$ cat src/rtl/ps2_pkg.sv
// Shared PS/2 definitions: transmitter state encoding, default timing and parity helper.
package ps2_pkg;

  localparam int DEF_CLK_HZ     = 25_000_000;
  localparam int DEF_INHIBIT_US = 100;
  localparam int DEF_TIMEOUT_US = 15_000;

  typedef enum logic [2:0] {
    IDLE,
    INHIBIT,
    RTS,
    SHIFT,
    ACK,
    WAIT_IDLE,
    ERR
  } state_t;

  // Odd parity: data plus parity bit always carry an odd number of ones.
  function automatic logic odd_parity(input logic [7:0] d);
    return ~^d;
  endfunction

endpackage

$ cat src/rtl/ps2_sync.sv
// PS/2 line conditioner: 2-FF synchronizer, 8-sample stability filter and a
// one-cycle strobe on each filtered 1->0 transition.
module ps2_sync (
  input  logic clk,
  input  logic rst,
  input  logic pin,
  output logic level,
  output logic fall
);

  logic [1:0] sync_reg;
  logic [7:0] win_reg;
  logic       level_reg;
  logic       fall_reg;

  // Idle PS/2 lines float high, so everything resets to 1.
  always_ff @(posedge clk) begin
    if (rst) begin
      sync_reg  <= '1;
      win_reg   <= '1;
      level_reg <= 1'b1;
      fall_reg  <= 1'b0;
    end else begin
      sync_reg <= {sync_reg[0], pin};
      win_reg  <= {win_reg[6:0], sync_reg[1]};
      fall_reg <= 1'b0;
      if (&win_reg) begin
        level_reg <= 1'b1;
      end else if (~|win_reg) begin
        level_reg <= 1'b0;
        fall_reg  <= level_reg;
      end
    end
  end

  assign level = level_reg;
  assign fall  = fall_reg;

endmodule

$ cat src/rtl/ps2_host_tx.sv
// PS/2 host-to-device transmitter: inhibits the clock, issues request-to-send,
// shifts a command byte out on device clock falls and checks the device ACK.
module ps2_host_tx
  import ps2_pkg::*;
#(
  parameter int CLK_HZ     = DEF_CLK_HZ,
  parameter int INHIBIT_US = DEF_INHIBIT_US,
  parameter int TIMEOUT_US = DEF_TIMEOUT_US
) (
  input  logic       clk,
  input  logic       rst,
  input  logic       start,
  input  logic [7:0] data,
  output logic       rdy,
  output logic       done,
  output logic       err,
  output logic       tx_active,
  input  logic       ps2c_i,
  input  logic       ps2d_i,
  output logic       ps2c_oe,
  output logic       ps2d_oe
);

  localparam int INH_CYC = CLK_HZ / 1_000_000 * INHIBIT_US;
  localparam int TO_CYC  = CLK_HZ / 1_000_000 * TIMEOUT_US;
  localparam int CW      = $clog2(TO_CYC + 1);

  state_t        state_reg, state_next;
  logic [CW-1:0] cnt_reg, cnt_next;
  logic [9:0]    shreg_reg, shreg_next;
  logic [3:0]    bitcnt_reg, bitcnt_next;
  logic          drive_reg, drive_next;
  logic          c_level, c_fall, d_level, d_fall_unused;
  logic          timed_out, inhibit_end;

  ps2_sync u_sync_c (
    .clk  (clk),
    .rst  (rst),
    .pin  (ps2c_i),
    .level(c_level),
    .fall (c_fall)
  );

  ps2_sync u_sync_d (
    .clk  (clk),
    .rst  (rst),
    .pin  (ps2d_i),
    .level(d_level),
    .fall (d_fall_unused)
  );

  assign inhibit_end = (cnt_reg == CW'(INH_CYC - 1));
  assign timed_out   = (cnt_reg == CW'(TO_CYC - 1));

  always_ff @(posedge clk) begin
    if (rst) begin
      state_reg  <= IDLE;
      cnt_reg    <= '0;
      shreg_reg  <= '0;
      bitcnt_reg <= '0;
      drive_reg  <= 1'b0;
    end else begin
      state_reg  <= state_next;
      cnt_reg    <= cnt_next;
      shreg_reg  <= shreg_next;
      bitcnt_reg <= bitcnt_next;
      drive_reg  <= drive_next;
    end
  end

  // One counter serves both the inhibit hold and the ACK timeout.
  always_comb begin
    state_next  = state_reg;
    cnt_next    = cnt_reg;
    shreg_next  = shreg_reg;
    bitcnt_next = bitcnt_reg;
    drive_next  = drive_reg;
    unique case (state_reg)
      IDLE: begin
        cnt_next = '0;
        if (start) begin
          shreg_next = {1'b1, odd_parity(data), data};
          state_next = INHIBIT;
        end
      end
      INHIBIT: begin
        if (inhibit_end) begin
          cnt_next   = '0;
          state_next = RTS;
        end else begin
          cnt_next = cnt_reg + 1'b1;
        end
      end
      RTS: begin
        // Counter starts at 1 so its value equals cycles elapsed since RTS.
        cnt_next    = CW'(1);
        bitcnt_next = '0;
        drive_next  = 1'b1;
        state_next  = SHIFT;
      end
      SHIFT: begin
        cnt_next = cnt_reg + 1'b1;
        if (timed_out) begin
          state_next = ERR;
        end else if (c_fall) begin
          drive_next  = ~shreg_reg[0];
          shreg_next  = {1'b1, shreg_reg[9:1]};
          bitcnt_next = bitcnt_reg + 4'd1;
          if (bitcnt_reg == 4'd9) state_next = ACK;
        end
      end
      ACK: begin
        cnt_next = cnt_reg + 1'b1;
        if (timed_out) state_next = ERR;
        else if (c_fall) state_next = d_level ? ERR : WAIT_IDLE;
      end
      WAIT_IDLE: begin
        cnt_next = cnt_reg + 1'b1;
        if (c_level && d_level) state_next = IDLE;
        else if (timed_out) state_next = ERR;
      end
      ERR: begin
        cnt_next   = '0;
        state_next = IDLE;
      end
      default: state_next = IDLE;
    endcase
  end

  always_comb begin
    rdy       = (state_reg == IDLE);
    tx_active = ~rdy;
    ps2c_oe   = (state_reg == INHIBIT);
    ps2d_oe   = (state_reg == RTS) || ((state_reg == SHIFT) && drive_reg);
    done      = (state_reg == WAIT_IDLE) && c_level && d_level;
    err       = (state_reg == ERR);
  end

endmodule

$ cat config.mk
export PLATFORM = sky130hd
export DESIGN_NAME = ps2_host_tx
export DESIGN_NICKNAME = d
export VERILOG_FILES = /design/src/rtl/ps2_pkg.sv /design/src/rtl/ps2_sync.sv /design/src/rtl/ps2_host_tx.sv
export SDC_FILE = /design/constraint.sdc
export NUM_CORES = 1
export LEC_CHECK = 0
export ABC_AREA = 1
export CORE_ASPECT_RATIO = 1.5
export CORE_MARGIN = 2
export CORE_UTILIZATION = 63
export DETAILED_ROUTE_END_ITERATION = 10
export PLACE_DENSITY_LB_ADDON = 0.3
export SETUP_SLACK_MARGIN = 0.1
export SLEW_MARGIN = 10
export SYNTH_ARGS = -nofsm -noshare
export SYNTH_HDL_FRONTEND = slang
export SYNTH_SLANG_ARGS = --single-unit
$ cat constraint.sdc
create_clock -name clk -period 2.9 [get_ports clk]
set_clock_uncertainty 0.15 [all_clocks]
set_input_delay 0.58 -clock clk [delete_from_list [all_inputs] [get_ports clk]]
set_output_delay 0.58 -clock clk [all_outputs]
set_load 0.05 [all_outputs]
==> key figures, run 1 <==
STA
  • Final WS setup: 0.231 ns
  • Final hold violations: 0
  • Final setup fails: 0
  • Tmin final: 2.67 ns
  • RSZ-0062 raised after global routing: no
  • Fmax: 375 MHz
  • Worst Max-Slew Pin Slew: 0.538 ns
  • Fin crit share: 92.0%
  • Max Slew Vio Count: 0
  • WHS: 0.263 ns
  • Slew headroom: 64.1%
  • Setup_tns: 0 ns

Critical path
  • Worst r2r dst: cnt_reg[13]
  • R2R setup slack: 0.95 ns
  • WP data arrival: 1.94 ns
  • CP peak stage delay: 0.81 ns
  • R2r startpoint: state_reg[2]
  • Crit Path Max Fanout: 9
  • Setup crit end kind: output pin
  • Worst r2r path cells: 7
  • Crit Path Category: reg2out
  • Crit-path cells: nand3_1 -> nor2_1 -> clkdlybuf4s50_1
  • Setup crit start kind: register
  • Slowest CP cell: clkdlybuf4s50_1
  • Critical path required time: 2.17 ns

Floorplanning
  • Die Footprint: 0.00533 mm^2
  • Area of the core: 0.00454 mm^2
  • Die X: between 60 and 70 um
  • Die height: 88.4 um
  • Initial Util: about two thirds
  • # rows: 30
  • I/O Pins: 19

Route
  • Initial drt markers: between 100 and 150
  • DRC violation count after routing: 0
  • Antenna-violating nets left: 0
  • Drt first pass iters: 4
  • Avg WL per Cell: 11.5 um
  • Via/cell ratio: 5.18
  • Routed via count: approximately 2700
  • WL final: 6.07 mm

Worst hold path
  • Worst Hold Depth: 1
  • Hold Path Class: reg2reg
  • Worst Hold Path EP: u_sync_c.win_reg[0]
  • Worst hold start: u_sync_c.sync_reg[1]

Synth
  • Syn nets: 455
  • Cell area after synthesis: 0.00299 mm^2
  • Post-synth EDFFs: 0
  • Post-synthesis sequential area ratio: 40.1%
  • Top FF cell, synth: dfxtp_1
  • Synth top area share: between 40% and 50%
  • Post-Syn Instances: 439
  • Post-synth ARST share: 0%
  • Yosys top cell by area: dfxtp_1
  • Top cells by area, synth: dfxtp_1 (40%), nand2_1 (14%), nor2_1 (8.4%), inv_1 (7.4%), nand3_1 (5.2%)
  • Yosys cell types: 34
  • Synth Register Bits: 60
  • Synth warn: 0
  • Syn avg cell area: roughly 6.8 um^2

Layout
  • Area delta synth->final: 13.3%
  • ANT cells: 0
  • Filler cells: 364
  • Nets: between 400 and 500
  • Layout cell share with drive strength beyond 1: 8.58%
  • Max reg flops: 19
  • Layout Cells excl Fill: 530
  • Multi-input logic area: 0.00149 mm^2
  • Commonest non-fill, non-tap cell in the layout: nand2_1
  • Fin util: between 70% and 80%
  • Most frequent cells in the layout: nand2_1 (110), nor2_1 (67), dfxtp_1 (60)
  • Area taken by flip-flops and latches: roughly 0.0012 mm^2

CTS
  • Clock Tree Buf Depth: 2
  • CTS Buf Count: 9
  • CTS tree: yes
  • CTS H-tree depth: 3
  • Postcts setup bufs: 0
  • Clk sinks: 60
  • Clock Latency Late Sink: 0.35 ns
  • Clock-pin transition on the worst setup and hold timing paths: approximately 0.07 ns
  • Root Buffer: clkbuf_8
  • Post-CTS Hold Fix Bufs: 0

Global route
  • Vias in the first global route: about 2600
  • Initial antenna violation count: 0
  • Global-route wire length before repair: 10.0 mm
  • Grt ovf: 0
  • Global-route usage over all layers: 24.9%
  • Pin count of the biggest net entering global routing: 24

Place
  • Dpl hpwl: 4.42 mm
  • Post-Place Setup Slack: 0.446 ns
  • IO Port Bufs: 18
  • Placed cell count: 514
  • Global placer's final weighted congestion: 0.900

Pwr
  • Maximum vdd drop: between 0.6 and 0.7 mV
  • Power per cell area: approximately 700 mW/mm^2
  • Leak: 1.57 nW

Run
  • Max Cap Viol: 0

Status
  • Status: finished clean
## how the worst max path moves through the flow
stage | slack (ns) | cells past startpoint | from | endpoint
CTS | 0.15 | 4 | state_reg[2] | rdy
floorplan | 0.75 | 3 | state_reg[1] | err
finish | 0.23 | 3 | state_reg[2] | done
global route | 0.15 | 3 | state_reg[0] | ps2c_oe
detailed placement | 0.45 | 4 | state_reg[1] | err
global placement | 0.47 | 4 | state_reg[1] | err
## kinds of logic (layout without fill, tap and decap cells)
logic type	count (synthesis)	in the layout	share of synthesized area [%]
simple gates	250	250	37.0
buf+inv	74	101	10.1
flops	60	60	40.1
compound gates	35	35	6.56
xor+xnor	17	17	4.97
fa+ha+maj	3	3	1.25
## power breakdown
| group | leakage, nW | internal [W] | switching (W) |
|---|---|---|---|
| registers | 0.488 | 0.000916 | 0.0000665 |
| logic | 0.992 | 0.000233 | 0.000483 |
| clock network | 0.0860 | 0.000313 | 0.000355 |
## what timing repair did
item                                   CTS  global route
endpoints found under the hold margin    0             0
gates resized for setup                  1             2
setup endpoints to repair                1             2
## Yosys cell counts, types with 2 or more instances
cell type / count
buf_4: 2
nand2_1: 110
nand3_1: 31
o21ai_0: 17
nor2_4: 2
nor2_1: 67
clkbuf_1: 6
a21oi_1: 12
nand3_2: 2
nand2_2: 2
nand4_1: 12
dfxtp_1: 60
xor2_1: 13
and3_1: 2
inv_2: 3
buf_6: 2
nor3_1: 8
inv_1: 59
ha_1: 3
or2_2: 7
nor4_1: 3
xnor2_1: 4
## routing by layer
metal / share of wire, % / vias up / global-route usage (%)
met1: 41 / 1255 / 24.6
met4: 3.1 / 0 / 11.9
li1: - / 1422 / -
met2: 52 / 45 / 45.5
met5: 0 / - / 0
met3: 3.8 / 21 / 8.19
## worst max-delay path: cells and delay by family, from the launching register on
kind	cells	cell delay [ns]
buffers and inverters	1	0.81
DFF	1	0.53
and+or+nand+nor	2	0.25
## layout make-up
cell class	instances	area share, %
inverters	64	7.12
repair buffers	21	6.01
clock buffers	9	3.65
flip-flops and latches	60	35.4
multi-input cells	305	44.0
clock inverters	7	1.51
well taps	64	2.36
## through the flow
stage | instance area [um^2] | total power, W
2_1_floorplan | 2990 | 0.00155
3_3_place_gp | 3210 | 0.00169
3_5_place_dp | 3210 | 0.00171
4_1_cts | 3390 | 0.00238
5_1_grt | 3390 | 0.00252
6_report | 3390 | 0.00237
Power figures use the tool's default switching activity.
==> run 2: changes to the inputs <==
Settings changed: CAP_MARGIN from default to 25, CTS_CLUSTER_SIZE from default to 28.
==> results of run 2 <==
No change in the layout: final DEF, timing and power equal those of run 1.
==> run 3: changes to the inputs <==
Settings changed: HOLD_SLACK_MARGIN from default to 0.06.
==> results of run 3 <==
No change in the layout: final DEF, timing and power equal those of run 1.
